--- src/rtl/timing_mon_pkg.sv ---
// timing_mon_pkg: FSM state type, err_flags bit positions and default widths
// shared by the timing monitor and its pulse measurement sub-block.
package timing_mon_pkg;

    typedef enum logic [1:0] {
        ST_IDLE   = 2'd0,
        ST_ACTIVE = 2'd1,
        ST_REPORT = 2'd2
    } state_t;

    localparam int ERR_PERIOD = 0;
    localparam int ERR_WIDTH  = 1;
    localparam int ERR_GSTART = 2;
    localparam int ERR_GLEN   = 3;
    localparam int ERR_CHIRP  = 4;
    localparam int ERR_SEQ    = 5;
    localparam int ERR_W      = 6;

    localparam int DEF_CNT_W   = 16;
    localparam int DEF_FRAME_W = 32;

endpackage

--- src/rtl/timing_pulse_meas.sv ---
// timing_pulse_meas: edge detect plus saturating high-time and rise-to-rise
// counters for one timing-bus signal.
module timing_pulse_meas
    import timing_mon_pkg::*;
#(
    parameter int CNT_W = DEF_CNT_W
) (
    input  logic             i_clk,
    input  logic             i_rst,
    input  logic             i_sig,
    output logic             o_rise,
    output logic             o_fall,
    output logic [CNT_W-1:0] o_high_cnt,
    output logic [CNT_W-1:0] o_rise_cnt
);

    localparam logic [CNT_W-1:0] CNT_MAX = '1;
    localparam logic [CNT_W-1:0] CNT_ONE = CNT_W'(1);

    logic             r_sig_q;
    logic [CNT_W-1:0] r_high;
    logic [CNT_W-1:0] r_intv;

    assign o_rise     = i_sig & ~r_sig_q;
    assign o_fall     = ~i_sig & r_sig_q;
    assign o_high_cnt = r_high;
    assign o_rise_cnt = r_intv;

    // Both counters read N on the cycle the measured event is seen.
    always_ff @(posedge i_clk or posedge i_rst) begin
        if (i_rst) begin
            r_sig_q <= 1'b0;
            r_high  <= '0;
            r_intv  <= '0;
        end else begin
            r_sig_q <= i_sig;
            if (o_rise) begin
                r_high <= CNT_ONE;
            end else if (i_sig && r_high != CNT_MAX) begin
                r_high <= r_high + CNT_ONE;
            end
            if (o_rise) begin
                r_intv <= CNT_ONE;
            end else if (r_intv != CNT_MAX) begin
                r_intv <= r_intv + CNT_ONE;
            end
        end
    end

endmodule

--- src/rtl/timing_monitor.sv ---
// timing_monitor: passive per-CPI checker of the radar timing bus.
// Define TIMING_MON_CHK_EN to build the expected-value comparators.
module timing_monitor
    import timing_mon_pkg::*;
#(
    parameter int CNT_W   = DEF_CNT_W,
    parameter int FRAME_W = DEF_FRAME_W
) (
    input  logic               sys_clk,
    input  logic               rst,
    input  logic               PRI,
    input  logic               CPIB,
    input  logic               CPIE,
    input  logic               sample_gate,
    input  logic [15:0]        PRI_PERIOD,
    input  logic [7:0]         PRI_NUM,
    input  logic [7:0]         PRI_PULSE_WIDTH,
    input  logic [15:0]        START_SAMPLE,
    input  logic [15:0]        SAMPLE_LENGTH,
    input  logic               err_clr,
    output logic               meas_valid,
    output logic [CNT_W-1:0]   meas_period,
    output logic [CNT_W-1:0]   meas_width,
    output logic [CNT_W-1:0]   meas_gate_start,
    output logic [CNT_W-1:0]   meas_gate_len,
    output logic [7:0]         meas_chirps,
    output logic [FRAME_W-1:0] cpi_cnt,
    output logic [5:0]         err_flags
);

    localparam logic [CNT_W-1:0] CNT_MAX = '1;
    localparam logic [CNT_W-1:0] CNT_ONE = CNT_W'(1);

    state_t r_state;
    state_t w_state_nxt;

    logic r_cpib_q;
    logic r_cpie_q;
    logic w_cpib_rise;
    logic w_cpie_rise;

    logic             w_pri_rise;
    logic             w_pri_fall;
    logic             w_gate_rise;
    logic             w_gate_fall;
    logic [CNT_W-1:0] w_pri_high;
    logic [CNT_W-1:0] w_pri_intv;
    logic [CNT_W-1:0] w_gate_high;
    logic [CNT_W-1:0] w_unused_gate_intv;
    logic [CNT_W-1:0] r_gate_ofs;

    logic w_idle;
    logic w_active;
    logic w_report;
    logic w_load;
    logic w_seq_err;
    logic w_chirp_evt;

    logic [7:0]       r_cfg_num;
    logic [7:0]       r_chirps;
    logic             r_seen;
    logic [ERR_W-1:0] r_acc;
    logic [ERR_W-1:0] w_err_evt;
    logic [ERR_W-1:0] r_err_flags;
    logic [ERR_W-1:0] w_flags_nxt;

    logic [CNT_W-1:0] r_last_period;
    logic [CNT_W-1:0] r_last_width;
    logic [CNT_W-1:0] r_last_gstart;
    logic [CNT_W-1:0] r_last_glen;

    logic               r_meas_valid;
    logic [CNT_W-1:0]   r_meas_period;
    logic [CNT_W-1:0]   r_meas_width;
    logic [CNT_W-1:0]   r_meas_gstart;
    logic [CNT_W-1:0]   r_meas_glen;
    logic [7:0]         r_meas_chirps;
    logic [FRAME_W-1:0] r_cpi_cnt;

    timing_pulse_meas #(.CNT_W(CNT_W)) u_pri (
        .i_clk      (sys_clk),
        .i_rst      (rst),
        .i_sig      (PRI),
        .o_rise     (w_pri_rise),
        .o_fall     (w_pri_fall),
        .o_high_cnt (w_pri_high),
        .o_rise_cnt (w_pri_intv)
    );

    timing_pulse_meas #(.CNT_W(CNT_W)) u_gate (
        .i_clk      (sys_clk),
        .i_rst      (rst),
        .i_sig      (sample_gate),
        .o_rise     (w_gate_rise),
        .o_fall     (w_gate_fall),
        .o_high_cnt (w_gate_high),
        .o_rise_cnt (w_unused_gate_intv)
    );

    assign w_cpib_rise = CPIB & ~r_cpib_q;
    assign w_cpie_rise = CPIE & ~r_cpie_q;

    always_ff @(posedge sys_clk or posedge rst) begin
        if (rst) begin
            r_cpib_q   <= 1'b0;
            r_cpie_q   <= 1'b0;
            r_gate_ofs <= '0;
        end else begin
            r_cpib_q <= CPIB;
            r_cpie_q <= CPIE;
            if (w_pri_rise) begin
                r_gate_ofs <= CNT_ONE;
            end else if (r_gate_ofs != CNT_MAX) begin
                r_gate_ofs <= r_gate_ofs + CNT_ONE;
            end
        end
    end

    always_ff @(posedge sys_clk or posedge rst) begin
        if (rst) begin
            r_state <= ST_IDLE;
        end else begin
            r_state <= w_state_nxt;
        end
    end

    always_comb begin
        w_state_nxt = r_state;
        unique case (r_state)
            ST_IDLE: begin
                if (w_cpib_rise) w_state_nxt = ST_ACTIVE;
            end
            ST_ACTIVE: begin
                if (!w_cpib_rise && w_cpie_rise) w_state_nxt = ST_REPORT;
            end
            ST_REPORT: w_state_nxt = ST_IDLE;
            default:   w_state_nxt = ST_IDLE;
        endcase
    end

    always_comb begin
        w_idle   = 1'b0;
        w_active = 1'b0;
        w_report = 1'b0;
        unique case (r_state)
            ST_IDLE:   w_idle   = 1'b1;
            ST_ACTIVE: w_active = 1'b1;
            ST_REPORT: w_report = 1'b1;
            default:   w_idle   = 1'b1;
        endcase
    end

    // A CPIB rise while active abandons the CPI and reloads in place.
    assign w_load      = w_cpib_rise & (w_idle | w_active);
    assign w_seq_err   = (w_active & w_cpib_rise)
                       | (w_idle & w_cpie_rise & ~w_cpib_rise);
    assign w_chirp_evt = w_active & w_pri_rise & ~w_cpie_rise & ~w_cpib_rise;

`ifdef TIMING_MON_CHK_EN
    logic [15:0] r_cfg_period;
    logic [7:0]  r_cfg_width;
    logic [15:0] r_cfg_start;
    logic [15:0] r_cfg_len;

    always_ff @(posedge sys_clk or posedge rst) begin
        if (rst) begin
            r_cfg_period <= '0;
            r_cfg_width  <= '0;
            r_cfg_start  <= '0;
            r_cfg_len    <= '0;
        end else if (w_load) begin
            r_cfg_period <= PRI_PERIOD;
            r_cfg_width  <= PRI_PULSE_WIDTH;
            r_cfg_start  <= START_SAMPLE;
            r_cfg_len    <= SAMPLE_LENGTH;
        end
    end

    always_comb begin
        w_err_evt = '0;
        w_err_evt[ERR_PERIOD] = w_chirp_evt & r_seen
                              & (w_pri_intv != CNT_W'(r_cfg_period));
        w_err_evt[ERR_WIDTH]  = w_active & r_seen & w_pri_fall
                              & (w_pri_high != CNT_W'(r_cfg_width));
        w_err_evt[ERR_GSTART] = w_active & r_seen & w_gate_rise
                              & (r_gate_ofs != CNT_W'(r_cfg_start));
        w_err_evt[ERR_GLEN]   = w_active
                              & ((r_seen & w_gate_fall
                                  & (w_gate_high != CNT_W'(r_cfg_len)))
                                 | (w_cpie_rise & sample_gate));
        w_err_evt[ERR_CHIRP]  = w_active & w_cpie_rise
                              & (r_chirps != r_cfg_num);
    end
`else
    logic w_unused_cfg;
    assign w_unused_cfg = ^{PRI_PERIOD, PRI_PULSE_WIDTH,
                            START_SAMPLE, SAMPLE_LENGTH};

    always_comb begin
        w_err_evt = '0;
        w_err_evt[ERR_CHIRP] = w_active & w_cpie_rise
                             & (r_chirps != r_cfg_num);
    end
`endif

    always_ff @(posedge sys_clk or posedge rst) begin
        if (rst) begin
            r_cfg_num     <= '0;
            r_chirps      <= '0;
            r_seen        <= 1'b0;
            r_acc         <= '0;
            r_last_period <= '0;
            r_last_width  <= '0;
            r_last_gstart <= '0;
            r_last_glen   <= '0;
        end else if (w_load) begin
            r_cfg_num     <= PRI_NUM;
            r_chirps      <= w_pri_rise ? 8'd1 : 8'd0;
            r_seen        <= w_pri_rise;
            r_acc         <= '0;
            r_last_period <= '0;
            r_last_width  <= '0;
            r_last_gstart <= '0;
            r_last_glen   <= '0;
        end else if (w_active) begin
            if (w_chirp_evt) begin
                if (r_chirps != 8'hFF) r_chirps <= r_chirps + 8'd1;
                r_seen <= 1'b1;
                if (r_seen) r_last_period <= w_pri_intv;
            end
            if (r_seen && w_pri_fall)  r_last_width  <= w_pri_high;
            if (r_seen && w_gate_rise) r_last_gstart <= r_gate_ofs;
            if (r_seen && w_gate_fall) r_last_glen   <= w_gate_high;
            r_acc <= r_acc | w_err_evt;
        end
    end

    // Fresh accumulator and sequence bits win over a coincident clear.
    always_comb begin
        w_flags_nxt = err_clr ? '0 : r_err_flags;
        if (w_report) w_flags_nxt = w_flags_nxt | r_acc;
        if (w_seq_err) w_flags_nxt[ERR_SEQ] = 1'b1;
    end

    always_ff @(posedge sys_clk or posedge rst) begin
        if (rst) begin
            r_meas_valid  <= 1'b0;
            r_meas_period <= '0;
            r_meas_width  <= '0;
            r_meas_gstart <= '0;
            r_meas_glen   <= '0;
            r_meas_chirps <= '0;
            r_cpi_cnt     <= '0;
            r_err_flags   <= '0;
        end else begin
            r_meas_valid <= w_report;
            r_err_flags  <= w_flags_nxt;
            if (w_report) begin
                r_meas_period <= r_last_period;
                r_meas_width  <= r_last_width;
                r_meas_gstart <= r_last_gstart;
                r_meas_glen   <= r_last_glen;
                r_meas_chirps <= r_chirps;
                r_cpi_cnt     <= r_cpi_cnt + FRAME_W'(1);
            end
        end
    end

    assign meas_valid      = r_meas_valid;
    assign meas_period     = r_meas_period;
    assign meas_width      = r_meas_width;
    assign meas_gate_start = r_meas_gstart;
    assign meas_gate_len   = r_meas_glen;
    assign meas_chirps     = r_meas_chirps;
    assign cpi_cnt         = r_cpi_cnt;
    assign err_flags       = r_err_flags;

endmodule

--- config.mk ---
export PLATFORM = sky130hd
export DESIGN_NAME = timing_monitor
export DESIGN_NICKNAME = d
export VERILOG_FILES = /design/src/rtl/timing_mon_pkg.sv /design/src/rtl/timing_pulse_meas.sv /design/src/rtl/timing_monitor.sv
export SDC_FILE = /design/constraint.sdc
export NUM_CORES = 1
export LEC_CHECK = 0
export CELL_PAD_IN_SITES_DETAIL_PLACEMENT = 2
export CELL_PAD_IN_SITES_GLOBAL_PLACEMENT = 2
export CORE_MARGIN = 2
export CORE_UTILIZATION = 38
export CTS_CLUSTER_SIZE = 8
export DETAILED_ROUTE_END_ITERATION = 16
export GPL_TIMING_DRIVEN = 1
export PLACE_DENSITY = 0.84
export SKIP_LAST_GASP = 1
export SLEW_MARGIN = 30
export SYNTH_ARGS = -nofsm -noshare
export SYNTH_HDL_FRONTEND = slang
export SYNTH_SLANG_ARGS = --single-unit
--- constraint.sdc ---
create_clock -name sys_clk -period 29 [get_ports sys_clk]
set_input_delay 5.8 -clock sys_clk [delete_from_list [all_inputs] [get_ports sys_clk]]
set_output_delay 5.8 -clock sys_clk [all_outputs]
set_load 0.01 [all_outputs]
# Word level (Yosys, flattened, before mapping)
# Cells that the tools add are included.
[totals] ff_bits=268 input_bits=71 out_inout_bits=111 elab_cells=135
[op_classes] n_addsub=6 n_eq_ne=10 n_mux=40 bitwise_logic=27 reduce_logical=27
[ops] cell="$mux W16" count=21
[ops] cell="$add A16 B1 Y16 const B" count=4
[ops] cell="$ne A16 B16 Y1 const B" count=4
[ops] cell="$add A32 B1 Y32 const B" count=1
[ops] cell="$mux W8" count=4
[ops] cell="$mux W6" count=4
[ops] cell="$reduce_bool A2 Y1" count=11
[ops] cell="$and A1 B1 Y1" count=15
[ops] cell="$reduce_and A2 Y1" count=5
[ops] cell="$add A8 B1 Y8 const B" count=1
[ops] cell="$mux W1" count=8
[ops] cell="$ne A8 B8 Y1" count=1
[ops] cell="$ne A8 B8 Y1 const B" count=1
[ops] cell="$not A1 Y1" count=8
[ops] cell="$logic_and A1 B1 Y1" count=6
[ops] cell="$or A6 B5 Y6" count=1
[ops] cell="$or A6 B6 Y6" count=1
[ops] cell="$reduce_and A3 Y1" count=2
[ops] cell="$mux W2" count=2
[ops] cell="$ne A2 B2 Y1 const B" count=2
[ops] cell="$pmux W2 S2" count=1
[ops] cell="$eq A2 B1 Y1 const B" count=1
[ops] cell="$eq A2 B2 Y1 const B" count=1
[ops] cell="$logic_not A2 Y1" count=1
[ops] cell="3 further kinds" count=4

# Longest topological paths before layout
# Gate-level depths: netlist (run 1).
[logic_depth] word_depth=8 depth_mapped=9 mapped_depth_nobuf=7

# Cells and area by module
# A second synthesis (run 1) with hierarchy kept.
[unflattened] cells_unflattened=1204 area_unflattened_um2=12600.8
[modules_own_cells] module="timing_monitor" instances=1 cells_each=796 area_per_inst_um2=8879.8 seq_area_each_um2=5330.1
[modules_own_cells] module="timing_pulse_meas" instances=2 cells_each=204 area_per_inst_um2=1860.5 seq_area_each_um2=825.8

# Worst setup path before layout (run 1)
# Ideal clock, no wire load.
[synth_timing] path_kind="in2reg" from="in PRI" to="reg r_last_period[0]" setup_time_ns=0.132 arrival_time_ns=6.965 required_time_ns=28.868 slack_ns=21.903 cell_stages=7 n_path_buf=2 cell_sequence="nor2b_1 buf_2 nand3_1 nor2_1 buf_2 mux2i_1 nor2_1"
[synth_via] elab_chain_len=6
[synth_lines] item="start, declared" line_no="timing_monitor.sv:11" rtl="input logic PRI,"
[synth_lines] item="$and A1 B1 Y1" line_no="timing_pulse_meas.sv:24" rtl="assign o_rise = i_sig & ~r_sig_q;"
[synth_lines] item="$and A1 B1 Y1 (3 in a row)" line_no="timing_monitor.sv:157" rtl="assign w_chirp_evt = w_active & w_pri_rise & ~w_cpie_rise & ~w_cpib_rise;"
[synth_lines] item="$reduce_bool A2 Y1 (no line)"
[synth_lines] item="$reduce_and A3 Y1 (no line)"
[synth_lines] item="end signal, assigned" line_no="timing_monitor.sv:229" rtl="if (r_seen) r_last_period <= w_pri_intv;"
[synth_lines] item="end, declared" line_no="timing_monitor.sv:67" rtl="logic [CNT_W-1:0] r_last_period;"
# No other way between the ends.
# A chain may end at the register's enable or synchronous reset.

# Final worst setup path (run 1)
[layout_timing] from="in PRI" to="reg r_chirps[1]"
[layout_via] elab_chain_len=6
[layout_lines] item="$and A1 B1 Y1" line_no="timing_pulse_meas.sv:24"
[layout_lines] item="$and A1 B1 Y1 (3 in a row)" line_no="timing_monitor.sv:157"
[layout_lines] item="$reduce_bool A2 Y1 (no line)"
[layout_lines] item="$reduce_and A3 Y1 (no line)"
[layout_lines] item="end signal, assigned" line_no="timing_monitor.sv:218" rtl="r_chirps <= w_pri_rise ? 8'd1 : 8'd0;"
[layout_lines] item="end signal, assigned" line_no="timing_monitor.sv:227" rtl="if (r_chirps != 8'hFF) r_chirps <= r_chirps + 8'd1;"
[layout_lines] item="end, declared" line_no="timing_monitor.sv:60" rtl="logic [7:0] r_chirps;"
# No other way between the ends.

==> results of run 1 <==
flip-flops by register name, indices dropped and copies added, names as in the netlist, 2 cells and up:
signal	cells
cpi_cnt	32
meas_gate_len	16
meas_gate_start	16
meas_period	16
meas_width	16
r_gate_ofs	16
r_last_glen	16
r_last_gstart	16
r_last_period	16
r_last_width	16
u_gate.o_high_cnt	16
u_pri.o_high_cnt	16
u_pri.o_rise_cnt	16
meas_chirps	8
r_cfg_num	8
r_chirps	8
err_flags	6
r_state	2
synthesized netlist by cell type (5+ instances only):
cell type,n,area share [%]
buf_1,6,0.20
xor2_1,36,2.8
buf_2,10,0.44
and4_1,15,1.2
dfrtp_1,263,58
a22o_1,16,1.2
a31oi_1,10,0.55
nor3_1,19,0.84
xnor2_1,39,3.0
and3_1,17,0.94
a21oi_1,50,2.2
nand4_1,31,1.7
mux2i_1,16,1.4
a211oi_1,7,0.46
ha_1,11,1.2
nand3_1,34,1.5
clkbuf_1,31,1.0
nor2b_1,7,0.39
inv_1,14,0.46
mux2_2,74,7.3
o21ai_0,21,0.93
nand2_1,159,5.3
nand2b_1,5,0.28
nor2_1,71,2.3
worst max-delay path, cell delays in order:
cell	delay (ns)
clkdlybuf4s50_1	0.82
nor2b_4	0.26
buf_4	0.46
nand4_1	0.28
a21oi_1	0.39
mux2i_1	0.27
nor2_1	0.06
stage by stage:
stage	power [mW]	hold WS, ns
floorplan	0.4964	0.4535
global placement	0.5432	0.4654
detailed placement	0.5518	0.4757
CTS	0.9508	0.4862
global route	0.9772	0.4935
finish	0.9350	0.4756
area by class of cell:
class / instances / area, µm² / area share [%]
flip-flops and latches: 263 / 6581 / 46.94
multi-input cells: 692 / 4571 / 32.60
repair buffers: 132 / 1308 / 9.326
clock buffers: 40 / 979.7 / 6.988
well taps: 390 / 488.0 / 3.481
inverters: 14 / 60.06 / 0.4284
clock inverters: 2 / 32.53 / 0.2320
kinds of logic after synthesis:
family	synth area share, %
XOR/XNOR	5.789
multiplexers	8.755
adder cells (fa/ha/maj)	1.213
flip-flops	58.00
AND/OR/NAND/NOR	17.18
AO/OA/AOI/OAI	6.869
buffers and inverters	2.194
how the worst max path moves through the flow:
stage,depth (start not counted),endpoint,slack [ns],start
5_1_grt,7,r_chirps[1],20.86,PRI
2_1_floorplan,1,cpi_cnt[0],15.96,rst
4_1_cts,7,r_chirps[1],20.98,PRI
6_report,7,r_chirps[1],21.02,PRI
3_5_place_dp,6,r_chirps[7],20.50,PRI
3_3_place_gp,7,r_chirps[1],20.66,PRI
power breakdown:
part / leakage, nW / switching (mW) / total, mW / internal (mW)
combinational: 2.13 / 0.0719 / 0.124 / 0.0526
sequential: 3.61 / 0.0294 / 0.421 / 0.392
clock: 0.496 / 0.153 / 0.390 / 0.237
routing by layer:
metal,global-route usage [%],part of all wire [%]
met1,25.06,42
met2,37.65,53
met3,3.093,3.1
met4,5.647,2.1
met5,0,0
cells in the final DEF, fill, tap and decap left out, types with 13 or more instances in the layout:
master	count
nand3_1	34
and3_1	17
nand4_1	31
a21oi_1	50
o21ai_0	21
nor2_1	69
clkbuf_16	39
a22o_1	16
mux2_2	74
nand2_1	159
nor3_1	19
xor2_1	36
clkdlybuf4s50_1	125
and4_1	15
mux2i_1	16
inv_1	13
xnor2_1	39
dfrtp_1	263
==> impl_metrics.tcl, run 1 <==
set metrics [dict create \
    run_status "complete, no violations" \
    cts_hold_buf 0 \
    synth_cell_type_count 54 \
    syn_to_final_growth_pct 23.55 \
    postSynthAreaPerCell_um2 11.16 \
    crit_arrival_ns 8.34 \
    wire_per_inst_um 20.19 \
    relSlewSlack_pct 39.95 \
    place_area_um2 13010 \
    syn_nets 1099 \
    root_buffer "clkbuf_16" \
    clock-sinks 263 \
    first_pass_iters 4 \
    r2r_slack_ns 26.43 \
    cts_buffers 38 \
    finalMaxSlewViolations 0 \
    dpl_worst_slack_ns 20.50 \
    vias_per_cell 5.415 \
    netlist_instances 1017 \
    die_w_um 176.8 \
    fin_cells 1533 \
    cts_tree "done" \
    path_clk_slew_ns 0.05 \
    clk_latency_ns 0.51 \
    htreeDepth 2 \
    grt_pass1_wl_um 51300 \
    fin_tns_setup_ns 0 \
    yosysWarnings 0 \
    worstPathRequired_ns 29.36 \
    fillers 2956 \
    ys_async_sr_fraction_pct 100.0 \
    yosysSeqAreaShare_pct 58.00 \
    r2r_start "r_state[1]" \
    holdPathEnd "cpi_cnt[31]" \
    end_kind "register" \
    route.vias.total 8301 \
    gpl.final_weighted_congestion 0.7942 \
    die_area_um2 31260 \
    setup_viol 0 \
    hp-start "cpi_cnt[31]" \
    setup_ws_ns 21.02 \
    routed_wl_um 30960 \
    cp-start-kind "input port" \
    grt_overflow_total 0 \
    post_cts_resized 0 \
    hold_viol 0 \
    hold_path.class "register to register" \
    grt_usage_pct 20.55 \
    row_count 63 \
    drc 0 \
    final_util_pct 47.43 \
    coreArea_um2 29560 \
    rsz0062_at_grt "false" \
    dp_cells 1491 \
    skew_ns 0.01974 \
    stdcell_area_um2 14020 \
    drv_cap 0 \
    critPathKind "input port to register" \
    vdd_drop_max_v 0.00005058 \
    num_io_pins 182 \
    antenna_found_initial 0 \
    netlist_area_um2 11350 \
    post_cts_buffers 0 \
    clockBufferDepth 3 \
    cp_max_fo 42 \
    antenna_cells 0 \
    p_per_area_nw_per_um2 66.70 \
    tightest_slew_ns 0.9008 \
    drive_gt1_share_pct 12.34 \
    synth-edff-count 0 \
    port_buffers 125 \
    ant_nets 0 \
    grt_max_degree 125 \
    reg2reg_depth 6 \
    synth_ff_type "dfrtp_1" \
    start_util_pct 38.39 \
    p_leak_nw 6.239 \
    die_h_um 176.8 \
    place_hpwl_um 19920 \
    synth-seq-cells 263 \
    hold_depth 1 \
    first_global_vias 9367 \
    fin_crit_sh_pct 27.52 \
    fin_nets 1223 \
    r2r_end "r_last_width[4]" \
    fmax_mhz 125.3 \
    dr.first_iter.drc_count 399 \
    fin_crit_ns 7.979 \
]
No activity file was read; power rests on OpenSTA's default activity.
==> run 2, diff against run 1 <==
- CORE_UTILIZATION: 38 -> 32
- PLACE_DENSITY: 0.84 -> 0.75
- clock period: 29 -> 7.06 ns (I/O delays scaled with it)
==> run 2 against run 1 <==
Critical path depth is 3 lower. Clock power grew to 4.1 times the previous value. Routed wire length is 4.5% lower. Critical endpoint is now r_last_gstart[9]. Highest routed layer unchanged.
==> impl_metrics.tcl, run 2 (same netlist as run 1, synthesis figures left out) <==
set metrics [dict create \
    run_status "complete, no violations" \
    rsz0062_at_grt "false" \
    fin_nets 1225 \
    crit_arrival_ns 3.94 \
    gpl.final_weighted_congestion 0.7782 \
    final_cell_mix "263 x dfrtp_1, 159 x nand2_1, 125 x clkdlybuf4s50_1" \
    ant_nets 0 \
    post_cts_buffers 0 \
    setup_viol 0 \
    path_clk_slew_ns 0.05 \
    critPathSlowestCell "clkdlybuf4s50_1" \
    fmax_mhz 285.6 \
    drv_cap 0 \
    tightest_slew_ns 0.8965 \
    slowest_delay_ns 0.83 \
    port_buffers 125 \
    final_common_cell "dfrtp_1" \
    grt_max_degree 71 \
    cts_buffers 38 \
    largest_register_ffs 32 \
    wire_per_inst_um 18.49 \
    vdd_drop_max_v 0.0001364 \
    vias_per_cell 5.121 \
    place_hpwl_um 19550 \
    clock-sinks 263 \
    finalMaxSlewViolations 0 \
    cp_max_fo 16 \
    routed_wl_um 29580 \
    p_total_mw 3.811 \
    critPathKind "input port to register" \
    finalHoldWorstSlack_ns 0.4798 \
    cp-start-kind "input port" \
    cp_cell_sequence "clkdlybuf4s50_1 > nor2b_2 > nor3b_4 > a22o_1" \
    grt_overflow_total 0 \
    grt_usage_pct 16.60 \
    antenna_cells 0 \
    htreeDepth 2 \
    p_per_area_nw_per_um2 270.2 \
    cts_tree "done" \
    multi_input_area_um2 4573 \
    worstPathRequired_ns 7.50 \
    num_io_pins 182 \
    first_pass_iters 4 \
    antenna_found_initial 0 \
    route.vias.total 8194 \
    dr.first_iter.drc_count 235 \
    syn_to_final_growth_pct 24.29 \
    grt_pass1_wl_um 49580 \
    first_global_vias 9142 \
    fin_crit_ns 3.501 \
    clockBufferDepth 3 \
    regArea_um2 6581 \
    fin_tns_setup_ns 0 \
    die_w_um 192.3 \
    die_area_um2 36980 \
    hold_viol 0 \
    end_kind "register" \
    drc 0 \
    post_cts_resized 0 \
    row_count 68 \
    fin_crit_sh_pct 49.59 \
    skew_ns 0.01562 \
    start_util_pct 32.69 \
    root_buffer "clkbuf_16" \
    drive_gt1_share_pct 12.58 \
    fillers 3580 \
    cts_hold_buf 0 \
    die_h_um 192.3 \
    coreArea_um2 34710 \
    clk_latency_ns 0.51 \
    hold_path.class "register to register" \
    p_leak_nw 6.238 \
    relSlewSlack_pct 39.91 \
]
-- run 2: path summary, 6_finish.rpt --
kind	depth (start not counted)	start	slack [ns]	endpoint
max	4	sample_gate	3.56	r_last_gstart[9]
min	1	cpi_cnt[31]	0.48	cpi_cnt[31]
max reg2reg	7	r_state[0]	4.49	cpi_cnt[21]
min reg2reg	1	cpi_cnt[31]	0.48	cpi_cnt[31]
max in group asynchronous	4	rst	4.52	r_last_width[5]
min in group asynchronous	2	rst	1.23	meas_gate_len[3]
-- run 2: per-layer routing --
| metal | GRT usage, % | wire length [µm] | vias to the layer above |
|---|---|---|---|
| met5 | 0 | 0 | - |
| met4 | 4.081 | 607 | 0 |
| met3 | 2.637 | 855 | 44 |
| met2 | 29.54 | 15210 | 108 |
| met1 | 21.04 | 12910 | 4274 |
| li1 | - | - | 3768 |
-- run 2: report_power, final --
group	switching, mW	leakage [nW]	internal, mW	total (mW)
registers	0.119	3.61	1.61	1.73
logic	0.285	2.14	0.217	0.501
clock network	0.632	0.485	0.950	1.58
-- run 2: worst max-delay path: cells and delay by family --
kind,cells,cell delay [ns]
buffers and inverters,1,0.83
AO/OA/AOI/OAI,1,0.26
AND/OR/NAND/NOR,2,1.42
-- run 2: cell type report --
class | instances | share of cell area (%)
sequential | 263 | 46.66
inverter | 14 | 0.3992
timing repair buffer | 134 | 9.466
clock buffer | 39 | 6.769
tap | 455 | 4.037
clock inverter | 3 | 0.2395
multi-input combinational | 692 | 32.43
-- run 2: through the flow --
stage	setup slack, ns	utilization [%]	cells	instance area, µm²
2_1_floorplan	2.178	-	1017	11350
3_3_place_gp	2.583	37.64	1557	13070
3_5_place_dp	2.675	37.69	1557	13090
4_1_cts	3.297	40.54	1599	14070
5_1_grt	3.367	40.63	1600	14100
6_report	3.559	40.63	1600	14100
